<file path="config.mk">
export PLATFORM = sky130hd
export DESIGN_NAME = axis_decouple_pipe
export DESIGN_NICKNAME = d
export VERILOG_FILES = /design/src/rtl/axis_decouple_pipe.sv
export SDC_FILE = /design/constraint.sdc
export NUM_CORES = 1
export LEC_CHECK = 0
export ABC_AREA = 1
export CAP_MARGIN = 0
export CORE_UTILIZATION = 56
export CTS_CLUSTER_SIZE = 10
export DETAILED_ROUTE_END_ITERATION = 10
export PLACE_DENSITY = 0.8
export SLEW_MARGIN = 20
export SYNTH_ARGS = -nofsm -noshare
export SYNTH_HDL_FRONTEND = slang
export SYNTH_SLANG_ARGS = --single-unit
</file>
<file path="constraint.sdc">
create_clock -name clk -period 6.97 [get_ports clk]
set_clock_uncertainty 0.15 [all_clocks]
set_input_delay 1.0455 -clock clk [delete_from_list [all_inputs] [get_ports clk]]
set_output_delay 1.0455 -clock clk [all_outputs]
set_load 0.005 [all_outputs]
</file>
<file path="src/rtl/axis_decouple_pipe.sv">
// AXI-Stream decouple pipeline: STAGES chained slices, each bypass, simple or skid (REG_TYPE).
// Define AXIS_DECOUPLE_OCC_EN to add the occupancy output (beats currently held).

module axis_decouple_pipe #(
    parameter int DATA_WIDTH  = 32,
    parameter int KEEP_ENABLE = (DATA_WIDTH > 8),
    parameter int KEEP_WIDTH  = DATA_WIDTH / 8,
    parameter int LAST_ENABLE = 1,
    parameter int USER_WIDTH  = 1,
    parameter int STAGES      = 2,
    parameter int REG_TYPE    = 2
) (
    input  logic                  clk,
    input  logic                  rst,
    input  logic [DATA_WIDTH-1:0] s_axis_tdata,
    input  logic [KEEP_WIDTH-1:0] s_axis_tkeep,
    input  logic                  s_axis_tvalid,
    output logic                  s_axis_tready,
    input  logic                  s_axis_tlast,
    input  logic [USER_WIDTH-1:0] s_axis_tuser,
    output logic [DATA_WIDTH-1:0] m_axis_tdata,
    output logic [KEEP_WIDTH-1:0] m_axis_tkeep,
    output logic                  m_axis_tvalid,
    input  logic                  m_axis_tready,
    output logic                  m_axis_tlast,
    output logic [USER_WIDTH-1:0] m_axis_tuser
`ifdef AXIS_DECOUPLE_OCC_EN
    ,
    output logic [$clog2(2*STAGES+1)-1:0] occupancy
`endif
);

    // Disabled sideband fields are left out of the stored word entirely.
    localparam int KW       = (KEEP_ENABLE != 0) ? KEEP_WIDTH : 0;
    localparam int LW       = (LAST_ENABLE != 0) ? 1 : 0;
    localparam int PW       = DATA_WIDTH + KW + LW + USER_WIDTH;
    localparam int LAST_OFS = DATA_WIDTH + KW;
    localparam int USER_OFS = LAST_OFS + LW;

    genvar gi;

    logic [PW-1:0] s_word;
    logic [PW-1:0] m_word;

    assign s_word[DATA_WIDTH-1:0]         = s_axis_tdata;
    assign s_word[USER_OFS +: USER_WIDTH] = s_axis_tuser;
    assign m_axis_tdata = m_word[DATA_WIDTH-1:0];
    assign m_axis_tuser = m_word[USER_OFS +: USER_WIDTH];

    if (KEEP_ENABLE != 0) begin : g_keep
        assign s_word[DATA_WIDTH +: KEEP_WIDTH] = s_axis_tkeep;
        assign m_axis_tkeep = m_word[DATA_WIDTH +: KEEP_WIDTH];
    end else begin : g_no_keep
        logic keep_unused;
        assign keep_unused  = ^s_axis_tkeep;
        assign m_axis_tkeep = '1;
    end

    if (LAST_ENABLE != 0) begin : g_last
        assign s_word[LAST_OFS] = s_axis_tlast;
        assign m_axis_tlast     = m_word[LAST_OFS];
    end else begin : g_no_last
        logic last_unused;
        assign last_unused  = s_axis_tlast;
        assign m_axis_tlast = 1'b1;
    end

    if (REG_TYPE == 0) begin : g_bypass
        logic clk_rst_unused;
        assign clk_rst_unused = clk ^ rst;
        assign m_word         = s_word;
        assign m_axis_tvalid  = s_axis_tvalid;
        assign s_axis_tready  = m_axis_tready;
    end else begin : g_pipe
        // Index gi is the input of stage gi; index STAGES is the master port.
        logic [PW-1:0] pipe_data  [0:STAGES];
        logic          pipe_valid [0:STAGES];
        logic          pipe_ready [0:STAGES];

        assign pipe_data[0]       = s_word;
        assign pipe_valid[0]      = s_axis_tvalid;
        assign pipe_ready[STAGES] = m_axis_tready;
        assign s_axis_tready      = pipe_ready[0];
        assign m_word             = pipe_data[STAGES];
        assign m_axis_tvalid      = pipe_valid[STAGES];

        for (gi = 0; gi < STAGES; gi++) begin : g_stage
            logic [PW-1:0] in_data;
            logic          in_valid;
            logic          out_ready;
            logic          in_xfer;
            logic [PW-1:0] main_data_reg, main_data_next;
            logic          main_valid_reg, main_valid_next;
            logic          ready_reg, ready_next;

            assign in_data   = pipe_data[gi];
            assign in_valid  = pipe_valid[gi];
            assign out_ready = pipe_ready[gi+1];
            assign in_xfer   = in_valid & ready_reg;

            if (REG_TYPE == 1) begin : g_simple
                // Ready is simply "empty", so a stage never loads and unloads in one cycle.
                always_comb begin
                    main_valid_next = main_valid_reg;
                    main_data_next  = main_data_reg;
                    if (in_xfer) begin
                        main_valid_next = 1'b1;
                        main_data_next  = in_data;
                    end else if (out_ready) begin
                        main_valid_next = 1'b0;
                    end
                    ready_next = !main_valid_next;
                end

                always_ff @(posedge clk or posedge rst) begin
                    if (rst) begin
                        main_valid_reg <= 1'b0;
                        main_data_reg  <= '0;
                        ready_reg      <= 1'b0;
                    end else begin
                        main_valid_reg <= main_valid_next;
                        main_data_reg  <= main_data_next;
                        ready_reg      <= ready_next;
                    end
                end
            end else begin : g_skid
                logic [PW-1:0] skid_data_reg, skid_data_next;
                logic          skid_valid_reg, skid_valid_next;

                // The skid slot absorbs the one beat accepted while ready was still high.
                always_comb begin
                    main_valid_next = main_valid_reg;
                    main_data_next  = main_data_reg;
                    skid_valid_next = skid_valid_reg;
                    skid_data_next  = skid_data_reg;
                    if (!main_valid_reg || out_ready) begin
                        if (skid_valid_reg) begin
                            main_data_next  = skid_data_reg;
                            main_valid_next = 1'b1;
                            skid_valid_next = 1'b0;
                        end else if (in_xfer) begin
                            main_data_next  = in_data;
                            main_valid_next = 1'b1;
                        end else begin
                            main_valid_next = 1'b0;
                        end
                    end else if (in_xfer) begin
                        skid_data_next  = in_data;
                        skid_valid_next = 1'b1;
                    end
                    ready_next = !skid_valid_next;
                end

                always_ff @(posedge clk or posedge rst) begin
                    if (rst) begin
                        main_valid_reg <= 1'b0;
                        main_data_reg  <= '0;
                        skid_valid_reg <= 1'b0;
                        skid_data_reg  <= '0;
                        ready_reg      <= 1'b0;
                    end else begin
                        main_valid_reg <= main_valid_next;
                        main_data_reg  <= main_data_next;
                        skid_valid_reg <= skid_valid_next;
                        skid_data_reg  <= skid_data_next;
                        ready_reg      <= ready_next;
                    end
                end
            end

            assign pipe_ready[gi]   = ready_reg;
            assign pipe_data[gi+1]  = main_data_reg;
            assign pipe_valid[gi+1] = main_valid_reg;
        end
    end

`ifdef AXIS_DECOUPLE_OCC_EN
    localparam int OCC_W = $clog2(2*STAGES+1);

    if (REG_TYPE == 0) begin : g_occ_none
        assign occupancy = '0;
    end else begin : g_occ
        logic [OCC_W-1:0] occ_reg;
        logic             s_hs;
        logic             m_hs;

        assign s_hs = s_axis_tvalid & s_axis_tready;
        assign m_hs = m_axis_tvalid & m_axis_tready;

        always_ff @(posedge clk or posedge rst) begin
            if (rst) begin
                occ_reg <= '0;
            end else if (s_hs && !m_hs) begin
                occ_reg <= occ_reg + OCC_W'(1);
            end else if (!s_hs && m_hs) begin
                occ_reg <= occ_reg - OCC_W'(1);
            end
        end

        assign occupancy = occ_reg;
    end
`endif

endmodule

</file>
=== After elaboration in Yosys (flattened, before gate mapping) ===
Index checks and enable logic that the tools add are counted.

* Register bits: 158
* Output and inout port bits: 40
* Logic and storage cells: 38

* Multiplexer cells: 12
* Bitwise operators: 4
* Reductions and logical operators: 12

{| class="wikitable"
|+ Operators by type and width
! cell !! count
|-
| 38-bit two-way mux || 4
|-
| 1-bit two-way mux || 8
|-
| 2-bit AND reduction || 4
|-
| 1-bit logical NOT || 4
|-
| 2-bit nonzero test || 2
|-
| 1-bit AND || 2
|-
| 1-bit logical OR || 2
|-
| 1-bit NOT || 2
|}

=== Longest topological paths before layout ===
* Depth in word-level cells: 4
* Depth in mapped cells: 7
* Mapped depth without buffers: 5

=== Worst setup path after synthesis ===
No wires, ideal clock.

* Path kind: input to register
* From: input port s_axis_tvalid
* To: register g_pipe.g_stage[0].main_data_reg[0]
* Data arrival time: 1.667 ns
* Path slack: 5.035 ns
* Stages: 7
* Buffers on the path: 2
* Path through: nand2_1 > nand2_1 > nand2_1 > buf_4 > buf_4 > nand2_1 > nand2_1

* Word-level cells in the longest chain between the ends: 3

{| class="wikitable"
|+ RTL lines
! item !! RTL line !! RTL
|-
| start: declaration || 17 || <nowiki>input logic s_axis_tvalid,</nowiki>
|-
| 1-bit AND || 99 || <nowiki>assign in_xfer = in_valid & ready_reg;</nowiki>
|-
| 2-bit nonzero test (no line) || -- ||
|-
| 2-bit AND reduction (no line) || -- ||
|-
| end signal: assignment || 163 || <nowiki>main_data_reg <= main_data_next;</nowiki>
|-
| end: declaration || 92 || <nowiki>logic [PW-1:0] main_data_reg, main_data_next;</nowiki>
|}

Every way passes these cells.
A chain may end at the register's enable or synchronous reset.

=== Worst setup path after layout ===
* From: input port m_axis_tready
* To: register g_pipe.g_stage[1].main_data_reg[13]

* Word-level cells in the longest chain between the ends: 2

{| class="wikitable"
|+ RTL lines
! item !! RTL line !! RTL
|-
| start: declaration || 24 || <nowiki>input logic m_axis_tready,</nowiki>
|-
| 1-bit logical OR || 136 || <nowiki>if (!main_valid_reg || out_ready) begin</nowiki>
|-
| 2-bit AND reduction (no line) || -- ||
|-
| end signal: assignment || 163 ||
|-
| end: declaration || 92 ||
|}

Every way passes these cells.

==> run_results.csv <==
group,metric,value,unit
logic_synthesis,synth.distinct_cells,14,
logic_synthesis,synth_cells,921,
logic_synthesis,synth_seq_cells,158,
clock_tree,cts_setup_buffers,0,
power_and_ir_drop,power.density,419,nW/um2
die,pin_count,82,
power_and_ir_drop,leakage,4.59,nW
logic_synthesis,synth_nets,963,
clock_tree,h-tree-depth,4,
detailed_routing,viasPerCell,5.20,
power_and_ir_drop,p_seq_share,43.8,%
setup_path,path_cells,"clkdlybuf4s50_1 -> inv_1 -> nand2_1 -> buf_4 -> nand2_1 -> buf_4 -> nand2_1 -> nand2_1",
timing,tns,0,ps
timing,finalMaxSlewViolations,0,
timing,min_period_over_period,42.4,%
clock_tree,clock-sinks,158,
power_and_ir_drop,p_clk_share,26.0,%
logic_synthesis,synth-adder-area-share,0,%
setup_path,critPathRequiredTime,7130,ps
logic_synthesis,synth-compound-area-share,0.142,%
logic_synthesis,synthTopCellsByArea,"dfrtp_1 (56%), nand2_1 (33%), nand3_1 (5.4%)",
setup_path,timing.rr.end,"g_pipe.g_stage[0].main_data_reg[29]",
global_routing,grt_pass1_vias,5677,
clock_tree,tritoncts,"done",
detailed_routing,wire_per_inst,14.1,um
clock_tree,hold_buffers,0,
logic_synthesis,synth_seq_area_share,56.2,%
setup_path,worstSetupPathType,"input port to flip-flop",
logic_synthesis,yosys.area.top_type,"dfrtp_1",
logic_synthesis,postSynthAreaPerCell,7.63,um2
setup_path,cp_max_fo,35,
cells_and_area,area_growth,19.5,%
detailed_routing,ant_nets,0,
clock_tree,clkTransAtPathRegs,60,ps
worst_hold_path,min_from,"g_pipe.g_stage[1].g_skid.skid_data_reg[9]",
logic_synthesis,synth-xor-area-share,0,%
timing,setup_viol,0,
detailed_routing,drc_errors,0,
cells_and_area,fin_nets,1017,
timing,setup_ws,4020,ps
setup_path,worstReg2RegStart,"g_pipe.g_stage[0].g_skid.skid_valid_reg",
setup_path,r2r_slack,4100,ps
setup_path,cp_slowest_cell,"clkdlybuf4s50_1",
worst_hold_path,min_path_type,"flip-flop to flip-flop",
worst_hold_path,whs_endpoint,"g_pipe.g_stage[1].g_skid.skid_data_reg[9]",
power_and_ir_drop,cell_internal_pwr,2.31,mW
clock_tree,insertion_delay,420,ps
die,die_h,114,um
die,die-area,13000,um2
global_routing,groute.usage.overall,27.9,%
run,max_cap_violations,0,
die,die_w,114,um
timing,period_needed,2950,ps
power_and_ir_drop,switching_share,34.4,%
clock_tree,cts_buffers,17,
detailed_routing,detailroute.via_count,6010,
logic_synthesis,synth.area.mux_share,0,%
cells_and_area,num_antenna_cells,0,
detailed_routing,dr.pass1.iters,5,
setup_path,endpoint_kind,"flip-flop",
logic_synthesis,yosysTopAreaCellShare,56.2,%
placed_design,io_buffers,81,
timing,rsz0062_at_grt,"false",
global_routing,grt_max_degree,100,
clock_tree,cts_root_buf,"clkbuf_16",
global_routing,gr-total-overflow,0,
clock_tree,clockBufferDepth,2,
timing,hold_viol_final,0,
power_and_ir_drop,p_sw,1.21,mW
power_and_ir_drop,combPwrFrac,30.2,%
die,core_region_area,12100,um2
detailed_routing,drt_wl_total,16200,um
cells_and_area,fillCellCount,1015,
die,start_util,58.1,%
power_and_ir_drop,vdd_drop_max,0.223,mV
placed_design,place_area,7820,um2
timing,relSlewSlack,41.6,%
worst_hold_path,worstHoldPathCells,2,
status,outcome,"completed",
cells_and_area,drive_gt1_share,4.86,%
placed_design,place_ws,3330,ps
die,num_rows,40,
setup_path,worstPathArrival,3110,ps
global_routing,grt_pass1_wl,28100,um
setup_path,crit_top_cell,"nand2_1",
logic_synthesis,synth-simple-area-share,38.7,%
setup_path,critPathMaxStageDelay,460,ps
timing,clock.fmax,338,MHz
placed_design,place_congestion,0.826,
logic_synthesis,yosys_warnings,0,
cells_and_area,final_area,8400,um2
detailed_routing,drtIter0Drc,533,
logic_synthesis,synth_top_family_by_area,"simple AND/OR/NAND/NOR gates",
setup_path,reg2regPathDepth,6,
global_routing,antenna_found_initial,0,
logic_synthesis,synth_area,7030,um2
clock_tree,cts.repair.resized,0,
timing,tightest_slew,876,ps
setup_path,startpoint_type,"input port",
placed_design,dp_hpwl,10100,um
-- cells in the mapped netlist --
| cell | instances |
|---|---|
| inv_1 | 5 |
| buf_4 | 9 |
| a21oi_1 | 2 |
| clkbuf_1 | 14 |
| inv_2 | 2 |
| buf_1 | 3 |
| buf_6 | 6 |
| nor2_1 | 2 |
| nand4_1 | 2 |
| dfrtp_1 | 158 |
| nand2_2 | 1 |
| buf_2 | 24 |
| nand2_1 | 617 |
| nand3_1 | 76 |
-- stage by stage --
stage               utilization (%)  std cells  power [mW]  hold slack, ps
global route                   69.4       1156        3.78             335
global placement               64.6       1124        2.57             303
floorplan                         -        921        2.21             292
finish                         69.4       1156        3.52             320
CTS                            69.3       1156        3.54             323
detailed placement             64.6       1124        2.61             308
-- cell families (layout without fill, tap and decap cells) --
logic type             after synthesis  count (layout)
AO/OA/AOI/OAI                        2               2
buffers and inverters               63             130
flip-flops                         158             158
AND/OR/NAND/NOR                    698             698
-- worst max path at each step --
stage / from / end / slack [ps]
after floorplan: rst / g_pipe.g_stage[0].g_skid.skid_data_reg[0] / 1510
after global placement: g_pipe.g_stage[0].g_skid.skid_valid_reg / g_pipe.g_stage[0].main_data_reg[0] / 3420
after detailed placement: g_pipe.g_stage[0].g_skid.skid_valid_reg / g_pipe.g_stage[0].main_data_reg[10] / 3330
after CTS: g_pipe.g_stage[0].g_skid.skid_valid_reg / g_pipe.g_stage[0].main_data_reg[29] / 3300
after global routing: m_axis_tready / g_pipe.g_stage[1].main_data_reg[11] / 3850
final: m_axis_tready / g_pipe.g_stage[1].main_data_reg[13] / 4020
-- placed cells by master, fill, tap and decap left out, drive strengths merged --
| master | n |
|---|---|
| nand2 | 618 |
| dfrtp | 158 |
| clkdlybuf4s50 | 81 |
| nand3 | 76 |
| clkbuf | 19 |
| buf | 10 |
| clkinv | 7 |
| inv | 7 |
| clkinvlp | 3 |
| bufinv | 3 |
| nand4 | 2 |
| nor2 | 2 |
| a21oi | 2 |
-- area by class of cell --
| type | count | area [um2] | share of cell area [%] |
|---|---|---|---|
| multi-input combinational | 700 | 2740 | 32.6 |
| tap | 168 | 210 | 2.50 |
| clock buffer | 19 | 433 | 5.15 |
| timing repair buffer | 91 | 886 | 10.5 |
| clock inverter | 13 | 148 | 1.76 |
| inverter | 7 | 31.3 | 0.372 |
| sequential | 158 | 3960 | 47.1 |
-- power by group through the flow --
stage	clock (mW)	sequential [mW]	combinational [mW]
after CTS	0.924	1.54	1.07
after floorplan	0	1.50	0.713
after global routing	0.969	1.59	1.22
final	0.914	1.54	1.06
after detailed placement	0	1.55	1.06
after global placement	0	1.54	1.03
-- critical path: cells and delay by family --
kind          cells  cell delay (ps)
buf+inv           4             1270
simple gates      4              750
-- metal layers --
metal | global-route usage [%] | routed length [um]
met2 | 43.8 | 7490
met3 | 5.29 | 851
met4 | 9.35 | 344
met5 | 0 | 0
met1 | 39.3 | 7550
Note: power is estimated with default switching activity, not from simulation.
==> RTL edit (same settings) <==
Change the parameter `DATA_WIDTH` from 32 to 16.
--- a/src/rtl/axis_decouple_pipe.sv
+++ b/src/rtl/axis_decouple_pipe.sv
@@ -2,7 +2,7 @@
 // Define AXIS_DECOUPLE_OCC_EN to add the occupancy output (beats currently held).
 
 module axis_decouple_pipe #(
-    parameter int DATA_WIDTH  = 32,
+    parameter int DATA_WIDTH  = 16,
     parameter int KEEP_ENABLE = (DATA_WIDTH > 8),
     parameter int KEEP_WIDTH  = DATA_WIDTH / 8,
     parameter int LAST_ENABLE = 1,
Interface: changed (resized m_axis_tdata, m_axis_tkeep, s_axis_tdata and s_axis_tkeep); port bits go from 82 to 46. The function was not compared with the original's and may differ.
==> RTL edit against the original RTL <==
The run now ends with design-rule violations left; wire length down 54%; sequential cell count down 72; total power shrank 50%; cell count is 47% lower; register-to-register slack got worse by 0.32 ns; synthesized area decreased by 46%; worst setup slack worse by 0.24 ns; via count decreased by 49%; final area down 47%.
==> RTL edit: results (changes against the original RTL) <==
- The aggregate routed wire length was 7490 µm (was 16,200 µm).
- The distinct cell type count after synthesis came to 9 (was 14).
- The synthesized net count is 521 (was 963).
- The number of buffers added on ports was 45 (was 81).
- The share of layout cells above drive strength 1 is 0.0377 (was 0.0486).
- Run status: finished with violations (was complete, no violations).
- The number of buffers created by CTS came to 9 (was 17).
- The net total in the final layout was 550 (was 1,017).
- The global routing usage on met1 is 0.352 (was 0.393).
- The fraction of met3 tracks used by global routing is 0.0423 (was 0.0529).
- Most area-consuming cells after synthesis: dfrtp_1, nand2_1, nand3_1 (unchanged).
- The routability congestion estimate is 0.750 (was 0.826).
- The later-pin clock latency in the skew report is 0.35 ns (was 0.42 ns).
- The met2 track utilization from global routing is 0.343 (was 0.438).
- The share of synthesized area occupied by flip-flops and latches was 0.569 (was 0.562).
- The overall via count from detail_route is 3,094 (was 6,010).
- The violation count after the first detailed-routing iteration was 322 (was 533).
- The highest ir drop seen on vdd was 0.000168 V (was 0.000223 V).
- The number of iterations in the first detailed-routing pass is 8 (was 5).
- The leakage power is 2.44 nW (was 4.59 nW).
- The final reports fail on design-rule violations.
- The cell at the root of the clock tree is clkbuf_8 (was clkbuf_16).
- The met1 wire length is 3610 µm (was 7550 µm).
- The H-tree depth is 3 (was 4).
- The max-slew headroom at the worst pin is 0.387 (was 0.416).
- The wire length on met2 is 3340 µm (was 7490 µm).
- The clock-pin slew reported for the worst setup and hold paths after clock tree synthesis is 0.08 ns (was 0.06 ns).
- The clock network power was 0.371 mW (was 0.914 mW).
- The total half-perimeter wirelength after legalization and detailed placement is 4720 µm (was 10,100 µm).
- The internal power is 1.14 mW (was 2.31 mW).
- The register share of total power is 0.481 (was 0.438).
- The post-detailed-route DRC marker count is 4 (was 0).
- The number of global-route vias before repair is 2,835 (was 5,677).
- The average footprint of a synthesized cell is 7.61 µm² (was 7.63 µm²).
- The data arrival time of the critical path was 3.28 ns (was 3.11 ns).
- The cell area reported after detailed placement is 4210 µm² (was 7820 µm²).
RTL edit: final timing paths:
path / startpoint / end / slack [ns] / cells after the start
setup / recovery: g_pipe.g_stage[0].g_skid.skid_valid_reg / g_pipe.g_stage[0].main_data_reg[4] / 3.78 / 5
hold / removal: g_pipe.g_stage[0].g_skid.skid_data_reg[12] / g_pipe.g_stage[0].g_skid.skid_data_reg[12] / 0.32 / 2
setup reg to reg: g_pipe.g_stage[0].g_skid.skid_valid_reg / g_pipe.g_stage[0].main_data_reg[4] / 3.78 / 5
hold reg to reg: g_pipe.g_stage[0].g_skid.skid_data_reg[12] / g_pipe.g_stage[0].g_skid.skid_data_reg[12] / 0.32 / 2
max in group asynchronous: rst / g_pipe.g_stage[0].g_skid.skid_data_reg[9] / 5.07 / 3
min in group asynchronous: rst / g_pipe.g_stage[0].g_skid.skid_data_reg[3] / 1.05 / 3
RTL edit: critical path: stages, from the launching register on:
cell and delay, ns:
dfrtp_1 0.80, inv_1 0.54, nand2_1 0.68, nand2_1 0.60
nand2_1 0.22, nand2_1 0.08
RTL edit: layout make-up:
class | count | area (µm²)
clock buffer | 13 | 179
clock inverter | 3 | 40.0
fill | 543 | 1990
inverter | 7 | 27.5
multi-input combinational | 376 | 1470
sequential | 86 | 2150
tap | 77 | 96.3
timing repair buffer | 46 | 462
RTL edit: cell families after synthesis:
group / count (synthesis)
buffers and inverters: 35
and+or+nand+nor: 374
DFF: 86
AOI/OAI and AO/OA: 2
RTL edit: stage by stage:
step                      total power [mW]  cells  hold WS (ns)
after floorplan                       1.18    497         0.292
after global placement                1.36    592         0.303
after detailed placement              1.38    592         0.308
after CTS                             1.76    608         0.327
after global routing                  1.89    608         0.349
final                                 1.74    608         0.323
